--- src/rtl/rxana_pkg.sv ---
// rxana_pkg: shared FSM states, error codes and CRC constants for the bus receive parser.
package rxana_pkg;
   typedef enum logic [3:0] {
      S_IDLE, S_ID_L, S_LEN_H, S_LEN_L, S_SID, S_RW, S_DATA, S_CRC_L, S_CRC_H, S_SKIP
   } state_t;
   localparam logic [1:0] ERR_NONE = 2'd0;
   localparam logic [1:0] ERR_CRC  = 2'd1;
   localparam logic [1:0] ERR_LEN  = 2'd2;
   localparam logic [1:0] ERR_TMO  = 2'd3;
   localparam logic [15:0] CRC_INIT = 16'hFFFF;
   localparam logic [15:0] CRC_POLY = 16'hA001;
   localparam logic [1:0] RW_READ = 2'b11;
endpackage

--- src/rtl/crc16_byte.sv ---
// crc16_byte: combinational CRC-16/MODBUS update by one byte, LSB first.
module crc16_byte
   import rxana_pkg::*;
(
   input  logic [15:0] i_crc,
   input  logic [7:0]  i_byte,
   output logic [15:0] o_crc
);
   always_comb begin
      o_crc = i_crc ^ {8'h00, i_byte};
      for (int i = 0; i < 8; i++)
         o_crc = o_crc[0] ? ((o_crc >> 1) ^ CRC_POLY) : (o_crc >> 1);
   end
endmodule

--- src/rtl/rxana_param.sv ---
// rxana_param: parses addressed bus frames, checks length/CRC/timeout and dispatches read/write commands.
module rxana_param
   import rxana_pkg::*;
#(
   parameter logic [15:0] NODE_ID     = 16'h0001,
   parameter int          DATA_BYTES  = 4,
   parameter int          TIMEOUT_CYC = 100000
) (
   input  logic                      sys_clk,
   input  logic                      sys_rst,
   input  logic                      rx_flag,
   input  logic [7:0]                rx_data,
   output logic [7:0]                ret_cmd,
   output logic                      ret_cmd_flg,
   output logic [8+8*DATA_BYTES-1:0] sen_cmd,
   output logic                      sen_cmd_flag,
   output logic                      frm_err,
   output logic [1:0]                err_code,
   output logic                      busy
);
   localparam int CW = $clog2(DATA_BYTES + 1);
   localparam int TW = $clog2(TIMEOUT_CYC + 1);
   state_t                  r_state;
   logic [15:0]             r_id, r_len, r_skip, r_crc;
   logic [7:0]              r_sid, r_crc_l;
   logic                    r_read;
   logic [CW-1:0]           r_cnt;
   logic [8*DATA_BYTES-1:0] r_data;
   logic [TW-1:0]           r_tmo;
   logic [15:0]             w_seed, w_crc_next, w_len;
   logic                    w_busy, w_tmo, w_crc_upd;
   // IDLE always seeds from CRC_INIT so the reset-cleared register never leaks into a frame
   assign w_seed    = (r_state == S_IDLE) ? CRC_INIT : r_crc;
   assign w_len     = {r_len[7:0], rx_data};
   assign w_busy    = r_state != S_IDLE;
   assign busy      = w_busy;
   assign w_tmo     = w_busy && !rx_flag && r_tmo == TW'(TIMEOUT_CYC - 1);
   assign w_crc_upd = r_state != S_CRC_L && r_state != S_CRC_H && r_state != S_SKIP;
   crc16_byte u_crc (.i_crc(w_seed), .i_byte(rx_data), .o_crc(w_crc_next));
   always_ff @(posedge sys_clk or posedge sys_rst) begin
      if (sys_rst) begin
         r_state      <= S_IDLE;
         r_id         <= '0;
         r_len        <= '0;
         r_skip       <= '0;
         r_crc        <= '0;
         r_sid        <= '0;
         r_crc_l      <= '0;
         r_read       <= 1'b0;
         r_cnt        <= '0;
         r_data       <= '0;
         r_tmo        <= '0;
         ret_cmd      <= '0;
         ret_cmd_flg  <= 1'b0;
         sen_cmd      <= '0;
         sen_cmd_flag <= 1'b0;
         frm_err      <= 1'b0;
         err_code     <= ERR_NONE;
      end else begin
         ret_cmd_flg  <= 1'b0;
         sen_cmd_flag <= 1'b0;
         frm_err      <= 1'b0;
         r_tmo        <= (rx_flag || !w_busy) ? '0 : r_tmo + TW'(1);
         if (w_tmo) begin
            r_state <= S_IDLE;
            r_crc   <= CRC_INIT;
            if (r_state != S_SKIP) begin
               frm_err  <= 1'b1;
               err_code <= ERR_TMO;
            end
         end else if (rx_flag) begin
            if (w_crc_upd) r_crc <= w_crc_next;
            case (r_state)
               S_IDLE: begin
                  r_id    <= {r_id[7:0], rx_data};
                  r_state <= S_ID_L;
               end
               S_ID_L: begin
                  r_id    <= {r_id[7:0], rx_data};
                  r_state <= S_LEN_H;
               end
               S_LEN_H: begin
                  r_len   <= {r_len[7:0], rx_data};
                  r_state <= S_LEN_L;
               end
               S_LEN_L: begin
                  r_len  <= w_len;
                  r_skip <= w_len;
                  if (r_id == NODE_ID) r_state <= S_SID;
                  else if (w_len == 16'd0) begin
                     r_state <= S_IDLE;
                     r_crc   <= CRC_INIT;
                  end else r_state <= S_SKIP;
               end
               S_SID: begin
                  r_sid   <= rx_data;
                  r_state <= S_RW;
               end
               S_RW: begin
                  r_read  <= rx_data[1:0] == RW_READ;
                  r_cnt   <= '0;
                  r_state <= (rx_data[1:0] == RW_READ) ? S_CRC_L : S_DATA;
               end
               S_DATA: begin
                  r_data[8*r_cnt +: 8] <= rx_data;
                  r_cnt                <= r_cnt + CW'(1);
                  if (r_cnt == CW'(DATA_BYTES - 1)) r_state <= S_CRC_L;
               end
               S_CRC_L: begin
                  r_crc_l <= rx_data;
                  r_state <= S_CRC_H;
               end
               S_CRC_H: begin
                  r_state <= S_IDLE;
                  r_crc   <= CRC_INIT;
                  if (r_len != (r_read ? 16'd4 : 16'(4 + DATA_BYTES))) begin
                     frm_err  <= 1'b1;
                     err_code <= ERR_LEN;
                  end else if ({rx_data, r_crc_l} != r_crc) begin
                     frm_err  <= 1'b1;
                     err_code <= ERR_CRC;
                  end else if (r_read) begin
                     ret_cmd     <= r_sid;
                     ret_cmd_flg <= 1'b1;
                  end else begin
                     sen_cmd      <= {r_sid, r_data};
                     sen_cmd_flag <= 1'b1;
                  end
               end
               S_SKIP: begin
                  r_skip <= r_skip - 16'd1;
                  if (r_skip == 16'd1) begin
                     r_state <= S_IDLE;
                     r_crc   <= CRC_INIT;
                  end
               end
               default: r_state <= S_IDLE;
            endcase
         end
      end
   end
endmodule

--- config.mk ---
export PLATFORM = sky130hd
export DESIGN_NAME = rxana_param
export DESIGN_NICKNAME = d
export VERILOG_FILES = /design/src/rtl/rxana_pkg.sv /design/src/rtl/crc16_byte.sv /design/src/rtl/rxana_param.sv
export SDC_FILE = /design/constraint.sdc
export NUM_CORES = 1
export LEC_CHECK = 0
export BUFFER_PORTS_ARGS = -buffer_cell sky130_fd_sc_hd__buf_2
export CAP_MARGIN = 40
export CELL_PAD_IN_SITES_DETAIL_PLACEMENT = 1
export CELL_PAD_IN_SITES_GLOBAL_PLACEMENT = 1
export CORE_MARGIN = 1
export CORE_UTILIZATION = 45
export DETAILED_ROUTE_END_ITERATION = 10
export PLACE_DENSITY_LB_ADDON = 0.1
export SLEW_MARGIN = 5
export SYNTH_ARGS = -nofsm -noshare
export SYNTH_HDL_FRONTEND = slang
export SYNTH_SLANG_ARGS = --single-unit
--- constraint.sdc ---
create_clock -name sys_clk -period 9.6 [get_ports sys_clk]
set_input_delay 1.92 -clock sys_clk [delete_from_list [all_inputs] [get_ports sys_clk]]
set_output_delay 1.92 -clock sys_clk [all_outputs]
set_load 0.005 [all_outputs]
== After elaboration in Yosys (flattened, before gate mapping) ==
Cells that the tools add are included.

* Register bits after elaboration: 190
* Bits of input ports: 11
* Output and inout port bits: 54
* Word-level logic and storage cells: 140

* Add/subtract/negate cells: 4
* Eq/ne operators: 22
* Shift-type cells: 2
* Multiplexer cells: 53
* Bitwise gates (word level): 13
* Reductions and logical operators: 29

{| class="wikitable"
|+ Operators with widths
! kind !! count
|-
| 16-bit 2-to-1 mux || 15
|-
| 16-bit case mux with 3 select lines || 1
|-
| 4-bit case mux with 9 select lines || 1
|-
| 6-bit negation with 34-bit output || 1
|-
| 8-bit by 34-bit variable shift with 32-bit output, first input constant || 1
|-
| 8-bit by 34-bit indexed part select with 32-bit output || 1
|-
| 32-bit bitwise mux || 1
|-
| 16-bit by 1-bit == test with 1-bit output, second input constant || 2
|-
| 16-bit case mux with 2 select lines || 1
|-
| 4-bit 2-to-1 mux || 7
|-
| 3-bit AND reduction || 9
|-
| 2-bit inverter with 3-bit output || 8
|-
| 1-bit 2-to-1 mux || 19
|-
| 17-bit by 1-bit adder with 17-bit output, second input constant || 1
|-
| 17-bit == test, second input constant || 1
|-
| 17-bit 2-to-1 mux || 1
|-
| 4-bit by 3-bit == test with 1-bit output, second input constant || 4
|-
| 16-bit zero test || 1
|-
| 16-bit != test || 1
|-
| 16-bit by 4-bit != test with 1-bit output || 1
|-
| 16-bit by 1-bit subtractor with 16-bit output, second input constant || 1
|-
| 16-bit by 8-bit bitwise XOR with 16-bit output || 1
|-
| 2-bit 2-to-1 mux || 6
|-
| 6-bit AND reduction || 2
|-
| other kinds (21) || 36
|}

== Longest topological paths before layout ==
Gate-level depths: netlist (run 1).

* Depth in word-level cells: 25
* Depth in mapped cells: 11
* Depth with buffers taken out: 10

== Hierarchy ==
A second synthesis (run 1) with hierarchy kept.

* Cells, all modules: 768
* Area total of the unflattened synthesis: 9056.2 um2

{| class="wikitable"
|+ By module, submodules not included
! module !! times used !! cells each !! area each (um2) !! sequential area each (um2)
|-
| rxana_param || 1 || 742 || 8777.2 || 4754.6
|-
| crc16_byte || 1 || 26 || 279.0 || 0.0
|}

== Worst setup path after synthesis (run 1) ==
Ideal clock, no wire load.

* Path type: input port to flip-flop
* Start: in rx_data[7]
* End: reg sen_cmd[10]
* Setup time: 0.125 ns
* Data arrival time: 3.734 ns
* Data required time: 9.475 ns
* Setup slack: 5.742 ns
* Stages: 8
* Buffers on the path: 2
* Path through: clkbuf_1 -> xnor2_1 -> nand4_1 -> nor4_1 -> nand2_1 -> nor3_1 -> buf_2 -> mux2_2

* Cells in the longest elaborated chain, start to end: 3

{| class="wikitable"
|+ Ends and longest elaborated chain
! item !! RTL line !! source
|-
| start, declared || rxana_param.sv:12 || <nowiki>input logic [7:0] rx_data,</nowiki>
|-
| 16-bit != test || rxana_param.sv:119 || <nowiki>end else if ({rx_data, r_crc_l} != r_crc) begin</nowiki>
|-
| 1-bit inverter (no source line) || -- ||
|-
| 6-bit AND reduction (no source line) || -- ||
|-
| end signal, assigned || rxana_param.sv:126 || <nowiki>sen_cmd <= {r_sid, r_data};</nowiki>
|-
| end, declared || rxana_param.sv:15 || <nowiki>output logic [8+8*DATA_BYTES-1:0] sen_cmd,</nowiki>
|}

No other way between the ends.
A chain may end at the register's enable or synchronous reset.

== Worst setup path after layout (run 1) ==
* Start: in rx_data[4]
* End: reg sen_cmd[38]

The elaborated chain is that of the path after synthesis.

==> results of run 1 <==
## stage by stage
step	area (um^2)	cells	worst slack (ns)	utilization, %	hold slack, ns
2_1_floorplan	8880	803	2.51	-	0.433
3_3_place_gp	9420	1094	5.21	48.6	0.462
3_5_place_dp	9450	1097	5.14	48.7	0.467
4_1_cts	10100	1129	5.61	51.8	0.484
5_1_grt	10100	1129	5.39	51.8	0.496
6_report	10100	1129	5.60	51.8	0.479
## synth_stat cells (9+ instances only)
cell                       number
sky130_fd_sc_hd__a21oi_1       44
sky130_fd_sc_hd__buf_2          9
sky130_fd_sc_hd__clkbuf_1      35
sky130_fd_sc_hd__dfrtp_1      190
sky130_fd_sc_hd__inv_1         14
sky130_fd_sc_hd__mux2_2       105
sky130_fd_sc_hd__nand2_1       68
sky130_fd_sc_hd__nand2b_1      14
sky130_fd_sc_hd__nand3_1       23
sky130_fd_sc_hd__nand4_1       11
sky130_fd_sc_hd__nor2_1        69
sky130_fd_sc_hd__nor3_1        16
sky130_fd_sc_hd__nor4_1        14
sky130_fd_sc_hd__o21ai_0       32
sky130_fd_sc_hd__o22a_1        14
sky130_fd_sc_hd__xnor2_1       50
sky130_fd_sc_hd__xor2_1        14
## final timing paths
check                               to  slack (ns)  cells past startpoint
max                        sen_cmd[38]        5.60                      8
max in group asynchronous     r_sid[0]        6.71                      3
min                          r_data[4]        0.48                      2
min reg2reg                  r_data[4]        0.48                      2
min in group asynchronous    r_skip[5]        1.58                      2
max reg2reg                sen_cmd[38]        6.42                      8
## metal layers
| metal | share of wire [%] | global-route usage, % | vias up |
|---|---|---|---|
| met5 | 0 | 0 | - |
| met4 | 2.5 | 8.83 | 0 |
| met3 | 2.8 | 3.77 | 44 |
| met2 | 51 | 40.3 | 97 |
| met1 | 43 | 29.4 | 3217 |
| li1 | - | - | 2906 |
## kinds of logic (layout without fill, tap and decap cells)
family | after synthesis | after routing | synth area share (%)
adder cells (fa/ha/maj) | 7 | 7 | 0.986
XOR/XNOR | 65 | 65 | 6.49
flip-flops | 190 | 190 | 53.5
AND/OR/NAND/NOR | 246 | 246 | 13.6
AO/OA/AOI/OAI | 120 | 120 | 8.14
multiplexers | 116 | 116 | 14.7
buffers and inverters | 59 | 120 | 2.62
## cell type report
class | count | area [um^2]
flip-flops and latches | 190 | 4750
well taps | 265 | 332
multi-input cells | 554 | 3900
inverters | 14 | 57.6
repair buffers | 74 | 404
clock inverters | 14 | 166
clock buffers | 18 | 439
fillers | 2115 | 9340
## where the power goes
group / total, W / switching [W] / internal, W
Sequential: 0.00131 / 0.000267 / 0.00104
Combinational: 0.000952 / 0.000476 / 0.000476
Clock: 0.000712 / 0.000351 / 0.000360
Total: 0.00297 / 0.00109 / 0.00188
## registers in the layout (all words and copies together) (netlist names)
name and count:
frm_err 1, r_read 1, r_id 16, r_data 32, ret_cmd_flg 1, sen_cmd 40
r_skip 16, sen_cmd_flag 1, r_sid 8, r_cnt 3, r_tmo 17, r_crc 16
ret_cmd 8, r_state 4, err_code 2, r_crc_l 8, r_len 16
## critical path, cell delays in order
cell and delay [ns]:
sky130_fd_sc_hd__buf_2 0.42, sky130_fd_sc_hd__xnor2_1 0.19, sky130_fd_sc_hd__nand4_1 0.09, sky130_fd_sc_hd__nor4_1 0.47
sky130_fd_sc_hd__nand2_1 0.18, sky130_fd_sc_hd__nor3_2 0.13, sky130_fd_sc_hd__buf_4 0.49, sky130_fd_sc_hd__mux2_2 0.41
==> summary by stage, run 1 <==
Global route
The number of global-route vias before repair was 6,824. The initial antenna violation count is 0. The total congestion overflow after global routing is 0.

The first global-routing pass estimated 36,200 um of wire. Entering global routing, the biggest net connects 76 pins. The total global routing track utilization is 23.3%.

Synthesis
Yosys mapped the design onto 52 distinct sky130hd cell types. The number of nets in the synthesized netlist is 821. The post-synthesis cell type with the largest combined area is sky130_fd_sc_hd__dfrtp_1. The average cell area after synthesis is 11.1 um^2. The proportion of synthesized chip area in sequential cells is 53.5%. Ranked by total cell area, the synthesized netlist is headed by sky130_fd_sc_hd__dfrtp_1 54%, sky130_fd_sc_hd__mux2_2 13%, sky130_fd_sc_hd__xnor2_1 4.9%, sky130_fd_sc_hd__nor2_1 2.9%, sky130_fd_sc_hd__nand2_1 2.9%. The cell count after synthesis came out at 803. The top flip-flop cell by instance count after synthesis is sky130_fd_sc_hd__dfrtp_1. The synthesis warning total is 0. After synthesis the cells add up to 8880 um^2. The share of async-settable or async-resettable flops after synthesis is 100%. The number of synthesized register bits is 190. The number of flops mapped to enable cells by yosys is 0.

Summed over its instances, the top area cell type makes up 53.5% of the synthesized netlist area.

Detailed routing
The detail route stage leaves a number of antenna-violating nets equal to 0. The detailed-route DRC error count is 0. Dividing the detail-routed via count by the number of cells gives 5.55. The initial DRC count is 299.

Detailed routing inserted a total of 6,264 vias. The first TritonRoute pass finished after 4 iterations. The routed wire length per instance is 19.2 um. Summed over all layers, the routed wires come to 21,700 um.

Setup path
The startpoint of the worst-slack reg-to-reg timing path is r_state[1]. At the worst endpoint, the arrival time is 4.32 ns. The critical path required time is 9.92 ns. By startpoint and endpoint, the worst setup path is classified as input pin to flop. Tracing the worst setup path back leads to its startpoint at rx_data[4]. The type of element capturing the critical path is a flop. The critical path launch point type is an input pin.

The largest fanout on the critical path is 41.

Placed design
At the end of routability-driven placement, the weighted congestion stood at 0.833. The number of port buffers is 64. Once detailed placement completed, the half-perimeter wirelength came to 14,600 um.

CTS
The number of clock buffers added by TritonCTS is 17. The total number of clock tree sinks is 190. The H-tree was split into 4 levels. At the later pin of the worst-skew pair, clock insertion delay measures 0.43 ns.

Counting along the longest clock path gives a buffer depth of 2. Gates resized during post-CTS repair numbered 0. For this design, the CTS-stage hold fixing added 0 buffers. After clock tree synthesis, the clock-pin slew on the worst setup and hold paths is 0.07 ns.

The cell at the root of the clock tree is sky130_fd_sc_hd__clkbuf_16. The number of setup buffers added after CTS is 0. TritonCTS built the clock tree.

Pwr
VDD sags by at most 0.137 mV. Summed over all cells, the static leakage comes to 4.57 nW. Total power for the finished layout comes to 0.00297 W. The areal power density over the cells is 295 nW/um^2.

Floorplanning
The total area inside the core boundary comes to 19,400 um^2. The height of the die is 143 um. The die width is 143 um. The die covers 20,300 um^2. The starting density of the core is 45.8%. During I/O placement, the number of pins put on the boundary was 65. The floorplan row count is 51.

Finish
The fraction of layout instances using a drive strength above 1 is 25.3%. The area growth from synthesis to layout is 13.2%. The most common cell after layout, fill and taps aside is sky130_fd_sc_hd__dfrtp_1. The layout net count is 869. The number of antenna diodes in the final layout is 0.

In the layout the commonest cells are 190 x sky130_fd_sc_hd__dfrtp_1, 105 x sky130_fd_sc_hd__mux2_2, 69 x sky130_fd_sc_hd__nor2_1.

Worst hold path
In this run the worst hold path is classified as flop to flop. The worst hold path begins at r_data[4].

Timing
The worst slew slack as a fraction of its limit is 44.2%. Setup repair after global routing left no endpoint under its margin. The hold violation count in the final report is 0. At the pin with the least slew margin, the transition time is 0.837 ns. The post-layout minimum cycle time is 4.00 ns. Dividing the final minimum period by the clock period gives 41.7%. For this run, the top clock speed supported by timing is 250 MHz. The number of max-slew violations in the final report is 0. The clock arrives with 0.0118 ns of skew.

The summed negative setup slack over all endpoints is 0 ns. Setup violations remaining at the end of the flow were counted as 0.

Run status
The run finished with clean final reports.

Job
The tool flagged a number of max-cap violations equal to 0.
No activity file was read; power rests on OpenSTA's default activity.
==> run 2, diff against run 1 <==
CORE_UTILIZATION = 44   (was 45)
clock period = 3.6 ns   (was 9.6 ns; I/O delays follow)
==> run 2 against run 1 <==
Critical path type is now flop to primary output. Die area increased by 2.2%. Clock skew increased by 0.0037 ns. Sequential share of layout area decreased by 0.68 points. Routed wire length increased by 2.7%. Global-route usage decreased by 0.23 points. Register-to-register slack got worse by 5.6 ns.
==> summary by stage, run 2 (synthesized netlist as in run 1, its figures left out) <==
Timing
The hold violation count in the final report came to 0 (unchanged). The number of max-slew violations in the final report was 0 (unchanged). Derived from the worst setup path, the maximum achievable clock frequency is 355 MHz.

The count of final setup violators came to 0 (unchanged). The worst slew slack as a fraction of its limit is 42.6% (-1.5 points). The final worst-path cycle share is 78.2%. For the finished layout, the period the worst path requires is 2.82 ns. Setup repair after global routing left no endpoint under its margin. The worst clock skew was 0.0156 ns (+0.00371 ns). The pin slew with the least headroom to its limit is 0.860 ns (+0.0232 ns). The summed negative setup slack over all endpoints came to 0 ns (unchanged).

Global route
The total global routing track utilization was 23.1% (-0.23 points). The initial antenna violation count is 1 (+1). The pin count of the biggest net entering global routing is 154 (+100%). The number of global-route vias before repair was 6,727 (-1.4%).

The wire length of the first global-routing pass is 36,500 um (+0.91%). The total congestion overflow after global routing is 0 (unchanged).

Pwr
The cell leakage power is 4.63 nW (+1.5%). The maximum resistive drop on vdd came to 0.345 mV (+150%). The areal power density over the cells came to 801 nW/um^2 (+170%).

Setup path
The worst setup path startpoint is r_state[0]. The critical path launch point type is a flop. The delay of the slowest cell on the worst path is 0.57 ns (+0.08 ns). The signal on the critical path passes through nor4_4 -> buf_4 -> inv_1 -> buf_2. The cell with the biggest individual delay on the critical path is sky130_fd_sc_hd__dfrtp_1. The critical path required time is 2.88 ns (-7.04 ns). The end of the worst register-to-register path is r_crc[15]. The worst setup path is of the flop to primary output kind. The worst-case reg-to-reg path depth was 7 (-1). STA classifies the critical path endpoint as a primary output. The minimum setup slack among reg-to-reg paths was 0.81 ns (-5.61 ns). The startpoint of the worst-slack reg-to-reg timing path is r_state[0]. The largest fanout on the critical path is 14 (-66%). The arrival time of the worst setup path came to 2.10 ns (-2.22 ns).

Detailed routing
The number of iterations in the first detailed-routing pass is 4 (unchanged). The routed wire length is 22,300 um (+2.7%). The vias after detailed routing is 6,275 (+0.18%). The detailed-route DRC error count is 0 (unchanged). The per-cell via count in the routed design came to 5.52 (-0.44%). The residual antenna-violating net count after detailed routing came to 0 (unchanged). The initial DRC count was 278 (-7.0%).

The routed wire length per instance is 19.6 um (+2.1%).

Finish
The largest registers in the layout are sen_cmd: 40 flops, r_data: 32 flops, r_tmo: 17 flops. The fraction of layout instances using a drive strength above 1 is 25.9% (+0.60 points). The number of antenna diodes is 0 (unchanged).

The library cell used most frequently in the layout, excluding fill and tap cells, is sky130_fd_sc_hd__dfrtp_1. The library cells used most frequently in the layout, excluding fill and tap cells, are 190 x sky130_fd_sc_hd__dfrtp_1, 105 x sky130_fd_sc_hd__mux2_2, 69 x sky130_fd_sc_hd__nor2_1. The area taken by flip-flops and latches was 4750 um^2 (unchanged). The number of flip-flops under the largest register name is 40 (unchanged). The layout net count is 876 (+0.81%). The footprint of the multi-input gates is 3900 um^2 (unchanged). The post-route cell area is 10,200 um^2 (+1.5%). The final-layout fill cell count is 2,155 (+1.9%). Counting flops per register, the top entry is sen_cmd. The signed area change from the synthesized netlist to the final layout is 14.8%.

Floorplanning
The floorplan die area came to 20,800 um^2 (+2.2%). The I/O pin count is 65 (unchanged). The height of the die came to 144 um (+1.1%). The standard cell core area is 19,700 um^2 (+1.3%). The floorplan row count is 51 (unchanged). The starting density of the core is 45.2% (-0.59 points). The die width is 144 um (+1.1%).

CTS
The count of hold buffers inserted by post-cts repair is 0 (unchanged). The number of buffers created by CTS is 17 (unchanged). The number of setup buffers added after CTS came to 0 (unchanged).

TritonCTS built the clock tree. The count of cells resized by post-cts repair is 0 (unchanged). The clock slew at the register clock pins of the worst setup and hold paths is 0.09 ns (+0.02 ns). The cell at the root of the clock tree is sky130_fd_sc_hd__clkbuf_16. The clock network latency to the later pin of the worst-skew pair is 0.44 ns (about the same).

The number of levels the H-tree was split into is 4 (unchanged). The total number of clock tree sinks was 190 (unchanged). The maximum buffer depth of the clock tree was 2 (unchanged).

Placed design
The total cell area at the placement stage is 9520 um^2 (+0.69%). The number of port buffers came to 64 (unchanged). The last weighted congestion value of the routability-driven placer is 0.836 (+0.44%). The final HPWL from detailed placement is 15,000 um (+2.5%).

Job
The reported max-cap violation count is 0 (unchanged).

Run status
The flow ran to the end, and the final reports show no timing, DRC or antenna violations.

Worst hold path
The type of the most critical hold path is input pin to asynchronous set/reset pin.
[run 2: how the worst max path moves through the flow]
stage	end	slack, ns	cells past startpoint
after CTS	busy	0.76	4
after floorplan	err_code[0]	0.43	1
final	busy	0.78	4
after global routing	r_crc[15]	0.58	8
after detailed placement	sen_cmd[25]	0.62	8
after global placement	r_data[30]	0.73	7
[run 2: metal layers]
layer | share of wire (%) | global-route usage [%]
met1 | 45 | 30.1
met2 | 51 | 39.2
met3 | 2.4 | 4.04
met4 | 1.6 | 6.89
met5 | 0.036 | 0
[run 2: where the power goes]
| group | total (W) | switching (W) | leakage, nW | internal (W) |
|---|---|---|---|---|
| clock | 0.00214 | 0.000973 | 0.331 | 0.00116 |
| sequential | 0.00345 | 0.000676 | 2.44 | 0.00277 |
| combinational | 0.00259 | 0.00131 | 1.86 | 0.00128 |
| total | 0.00818 | 0.00296 | 4.63 | 0.00522 |
[run 2: cell type report]
type / count / area share, %
clock inverters: 15 / 2.58
inverters: 14 / 0.552
repair buffers: 81 / 4.61
clock buffers: 17 / 4.17
well taps: 265 / 3.25
multi-input cells: 554 / 38.2
flip-flops and latches: 190 / 46.6
[run 2: worst max-delay path, delay by kind of cell, from the launching register on]
family	cells	cell delay, ns
buf+inv	3	0.53
flops	1	0.57
simple gates	1	0.56
[run 2: per-stage QoR]
stage / setup WS (ns) / total power, W / hold WS [ns] / util, % / cells
6_report: 0.783 / 0.00818 / 0.442 / 51.9 / 1136
5_1_grt: 0.585 / 0.00868 / 0.489 / 51.9 / 1136
4_1_cts: 0.759 / 0.00824 / 0.455 / 51.9 / 1136
3_5_place_dp: 0.622 / 0.00608 / 0.462 / 48.4 / 1104
3_3_place_gp: 0.732 / 0.00591 / 0.459 / 48.4 / 1103
2_1_floorplan: 0.432 / 0.00535 / 0.433 / - / 803
==> run 3, diff against run 2 <==
ABC_AREA = 1   (was unset)
CORE_UTILIZATION = 41   (was 44)
clock period = 2.5 ns   (was 3.6 ns; I/O delays follow)
==> run 3 against run 2 <==
Utilization is 3.0 points lower. Clock power is 29% higher. Via count is 25% higher. Global-route usage is 0.55 points higher. Synthesized cell count is 41% higher. Register-to-register slack worse by 0.64 ns. Flip-flop and latch count stayed put.
==> summary by stage, run 3 <==
Setup path
The signal on the critical path passes through inv_1 -> nand2_1 -> nand4_1 -> nor4_2 -> buf_4 -> nand2_1 -> nor2_1 -> nand2_1 -> nor2_4 -> buf_12 -> nor2_1 -> a21oi_1 -> inv_1. The arrival time of the worst setup path is 2.67 ns (+0.57 ns). The startpoint-to-endpoint class of the critical path is flop to flop. The largest fanout on the critical path is 27 (+13).

The critical path launch point type is a flop. The critical path required time was 2.83 ns (-0.05 ns). STA classifies the critical path endpoint as a flop.

The combined buffer and inverter count along the critical path is 4 (+1). In this design, the critical path's most frequently occurring cell is sky130_fd_sc_hd__nand2_1. The delay of the slowest cell on the worst path was 0.35 ns (-0.22 ns).

Among cell families on the critical path, the largest total delay comes from simple AND/OR/NAND/NOR gates. The cell with the biggest individual delay on the critical path is sky130_fd_sc_hd__dfrtp_1.

Synthesis
In the post-synthesis netlist, the biggest area contributors are sky130_fd_sc_hd__dfrtp_1 52%, sky130_fd_sc_hd__nand2_1 10%, sky130_fd_sc_hd__inv_1 7.6%, sky130_fd_sc_hd__o21ai_0 5.8%, sky130_fd_sc_hd__a21oi_1 4.8%. The average cell area after synthesis was 8.04 um^2 (-27%). The share of the synthesized area in the top cell type is 52.1% (-1.4 points).

Of all cell types, the one taking the most synthesized area is sky130_fd_sc_hd__dfrtp_1. The number of instances in the synthesized netlist is 1,136 (+41%). The number of flops mapped to enable cells by yosys came to 0 (unchanged).

The number of nets produced by synthesis is 1,154 (+41%). The proportion of synthesized chip area in sequential cells is 52.1% (-1.4 points). sky130_fd_sc_hd__nand2_1 is the most common cell in the netlist. The number of synthesized register bits came to 190 (unchanged).

In the synthesized netlist, the cells that appear most often are 253 x sky130_fd_sc_hd__nand2_1, 190 x sky130_fd_sc_hd__dfrtp_1, 184 x sky130_fd_sc_hd__inv_1, 106 x sky130_fd_sc_hd__o21ai_0, 96 x sky130_fd_sc_hd__nor2_1. The share of async-settable or async-resettable flops after synthesis is 100% (unchanged). The synthesis warning total was 0 (unchanged). The netlist area before placement is 9130 um^2 (+2.8%). The top flip-flop cell by instance count after synthesis is sky130_fd_sc_hd__dfrtp_1.

The count of cell types in the netlist is 43 (-17%).

CTS
The number of buffers created by CTS is 17 (unchanged). The count of cells resized by post-cts repair is 0 (unchanged). CTS placed an instance of sky130_fd_sc_hd__clkbuf_16 at the clock tree root.

The total number of clock tree sinks was 190 (unchanged). The count of hold buffers inserted by post-cts repair was 0 (unchanged). The clock slew at the register clock pins of the worst setup and hold paths is 0.08 ns (about the same). The clock network latency to the later pin of the worst-skew pair is 0.44 ns (about the same). TritonCTS built the clock tree.

The number of setup buffers added after CTS is 0 (unchanged). The maximum buffer depth of the clock tree is 2 (unchanged). The number of levels the H-tree was split into was 4 (unchanged).

Floorplanning
The standard cell core area is 21,800 um^2 (+11%). The floorplan die area is 22,900 um^2 (+10%). The I/O pin count is 65 (unchanged). The height of the die is 151 um (+5.0%). The die width is 151 um (+5.0%). The floorplan row count came to 54 (+5.9%). The starting density of the core is 41.8% (-3.4 points).

Pwr
The cell leakage power is 5.20 nW (+12%). The areal power density over the cells is 1010 nW/um^2 (+27%). The post-layout total power was 0.0108 W (+32%). The maximum resistive drop on vdd came to 0.570 mV (+65%).

Finish
The signed area change from the synthesized netlist to the final layout is 16.9%. The number of flip-flops under the largest register name is 40 (unchanged). The area taken by flip-flops and latches is 4750 um^2 (unchanged). Leaving out fill and tap cells, the most frequent cell in the layout is sky130_fd_sc_hd__nand2_1.

The final-layout fill cell count is 2,684 (+25%). The final cell count without fillers is 1,523 (+34%). The largest registers in the layout are sen_cmd: 40 flops, r_data: 32 flops, r_tmo: 17 flops. The number of antenna diodes is 0 (unchanged). The fraction of layout instances using a drive strength above 1 is 13.5% (-12 points).

Counting flops per register, the top entry is sen_cmd. The footprint of the multi-input gates is 3450 um^2 (-11%). In the layout the commonest cells are 253 x sky130_fd_sc_hd__nand2_1, 190 x sky130_fd_sc_hd__dfrtp_1, 183 x sky130_fd_sc_hd__inv_1.

The layout net count is 1,249 (+43%). The post-route cell area is 10,700 um^2 (+4.6%).

Global route
The initial antenna violation count came to 0 (-1). The total congestion overflow after global routing is 0 (unchanged). The total global routing track utilization is 23.7% (+0.55 points). The pin count of the biggest net entering global routing came to 115 (-25%).

The number of global-route vias before repair is 7,924 (+18%). The wire length of the first global-routing pass was 41,600 um (+14%).

Timing
The number of max-slew violations in the final report came to 0 (unchanged). The pin slew with the least headroom to its limit is 0.655 ns (-0.205 ns). The hold violation count in the final report came to 0 (unchanged). The post-layout minimum cycle time is 2.33 ns. The worst clock skew is 0.0109 ns (-0.00463 ns). The highest clock rate is 429 MHz. The worst slew slack as a fraction of its limit came to 56.3% (+14 points). The worst hold margin is 0.184 ns (-0.258 ns). The least setup slack across all paths after layout is 0.169 ns (-0.614 ns). Setup repair after global routing could not meet its margin everywhere.

The count of final setup violators is 0 (unchanged). The final critical path takes up 93.2% of the cycle.

Job
The reported max-cap violation count is 0 (unchanged).

Placed design
The final HPWL from detailed placement was 18,000 um (+20%). The number of port buffers came to 64 (unchanged). The last weighted congestion value of the routability-driven placer was 0.844 (+0.86%).

The total cell area at the placement stage was 10,000 um^2 (+5.5%). The cell count after placement came to 1,491 (+35%). The post-placement setup slack came to 0.0671 ns (-0.555 ns).

Detailed routing
The detailed-route DRC error count is 0 (unchanged). The number of iterations in the first detailed-routing pass is 4 (unchanged). The initial DRC count is 380 (+37%). The per-cell via count in the routed design was 5.16 (-6.7%). The routed wire length per instance came to 16.8 um (-14%). The routed wire length is 25,600 um (+15%).

The residual antenna-violating net count after detailed routing was 0 (unchanged). The vias after detailed routing is 7,853 (+25%).

Run status
The run finished with clean final reports.

Worst hold path
The type of the most critical hold path is input pin to asynchronous set/reset pin.
## run 3: layout make-up
class,instances,share of cell area [%]
tap,280,3.28
clock inverter,13,1.43
clock buffer,18,4.12
inverter,190,6.72
multi-input combinational,716,32.4
sequential,190,44.6
timing repair buffer,116,7.53
## run 3: where the power goes
group / internal (W) / switching (W)
logic: 0.00129 / 0.00243
clock network: 0.00145 / 0.00132
registers: 0.00379 / 0.000546
total: 0.00652 / 0.00430
## run 3: kinds of logic (layout without fill, tap and decap cells)
logic type | count (synthesis) | after routing | synth area share [%]
muxes | 3 | 3 | 0.370
buffers and inverters | 230 | 337 | 10.2
AOI/OAI and AO/OA | 250 | 250 | 15.1
xor gates and xnor gates | 4 | 4 | 0.384
DFF | 190 | 190 | 52.1
adders and majority gates | 7 | 7 | 0.959
and+or+nand+nor | 452 | 452 | 20.8
## run 3: routing by layer
| layer | global-route usage (%) | wire (um) | vias to the layer above |
|---|---|---|---|
| met5 | 0 | 0 | - |
| met4 | 6.75 | 399 | 0 |
| met3 | 4.01 | 876 | 26 |
| met2 | 38.7 | 12100 | 123 |
| met1 | 32.1 | 12200 | 3846 |
| li1 | - | - | 3858 |
## run 3: stage by stage
step	TNS [ns]	utilization, %
floorplan	-85.21	-
global placement	0	46.0
detailed placement	0	46.0
CTS	0	48.7
global route	-0.0954	48.9
finish	0	48.9
## run 3: path summary, 6_finish.rpt
check                           start          to  slack [ns]  cells after the start
max                          r_crc[5]  sen_cmd[0]        0.17                     13
min                           sys_rst   r_data[6]        0.18                      3
max reg2reg                  r_crc[5]  sen_cmd[0]        0.17                     13
min reg2reg                  r_tmo[0]    r_tmo[0]        0.47                      1
max in group asynchronous     sys_rst  r_data[23]        1.73                      3
min in group sys_clk       rx_data[3]  r_crc_l[3]        0.36                      3
## run 3: worst register-to-register path: cells and delay by family (launching register included)
| kind | cells | cell delay [ns] |
|---|---|---|
| and+or+nand+nor | 8 | 1.19 |
| DFF | 1 | 0.35 |
| buffers and inverters | 4 | 0.55 |
| AOI/OAI and AO/OA | 1 | 0.14 |
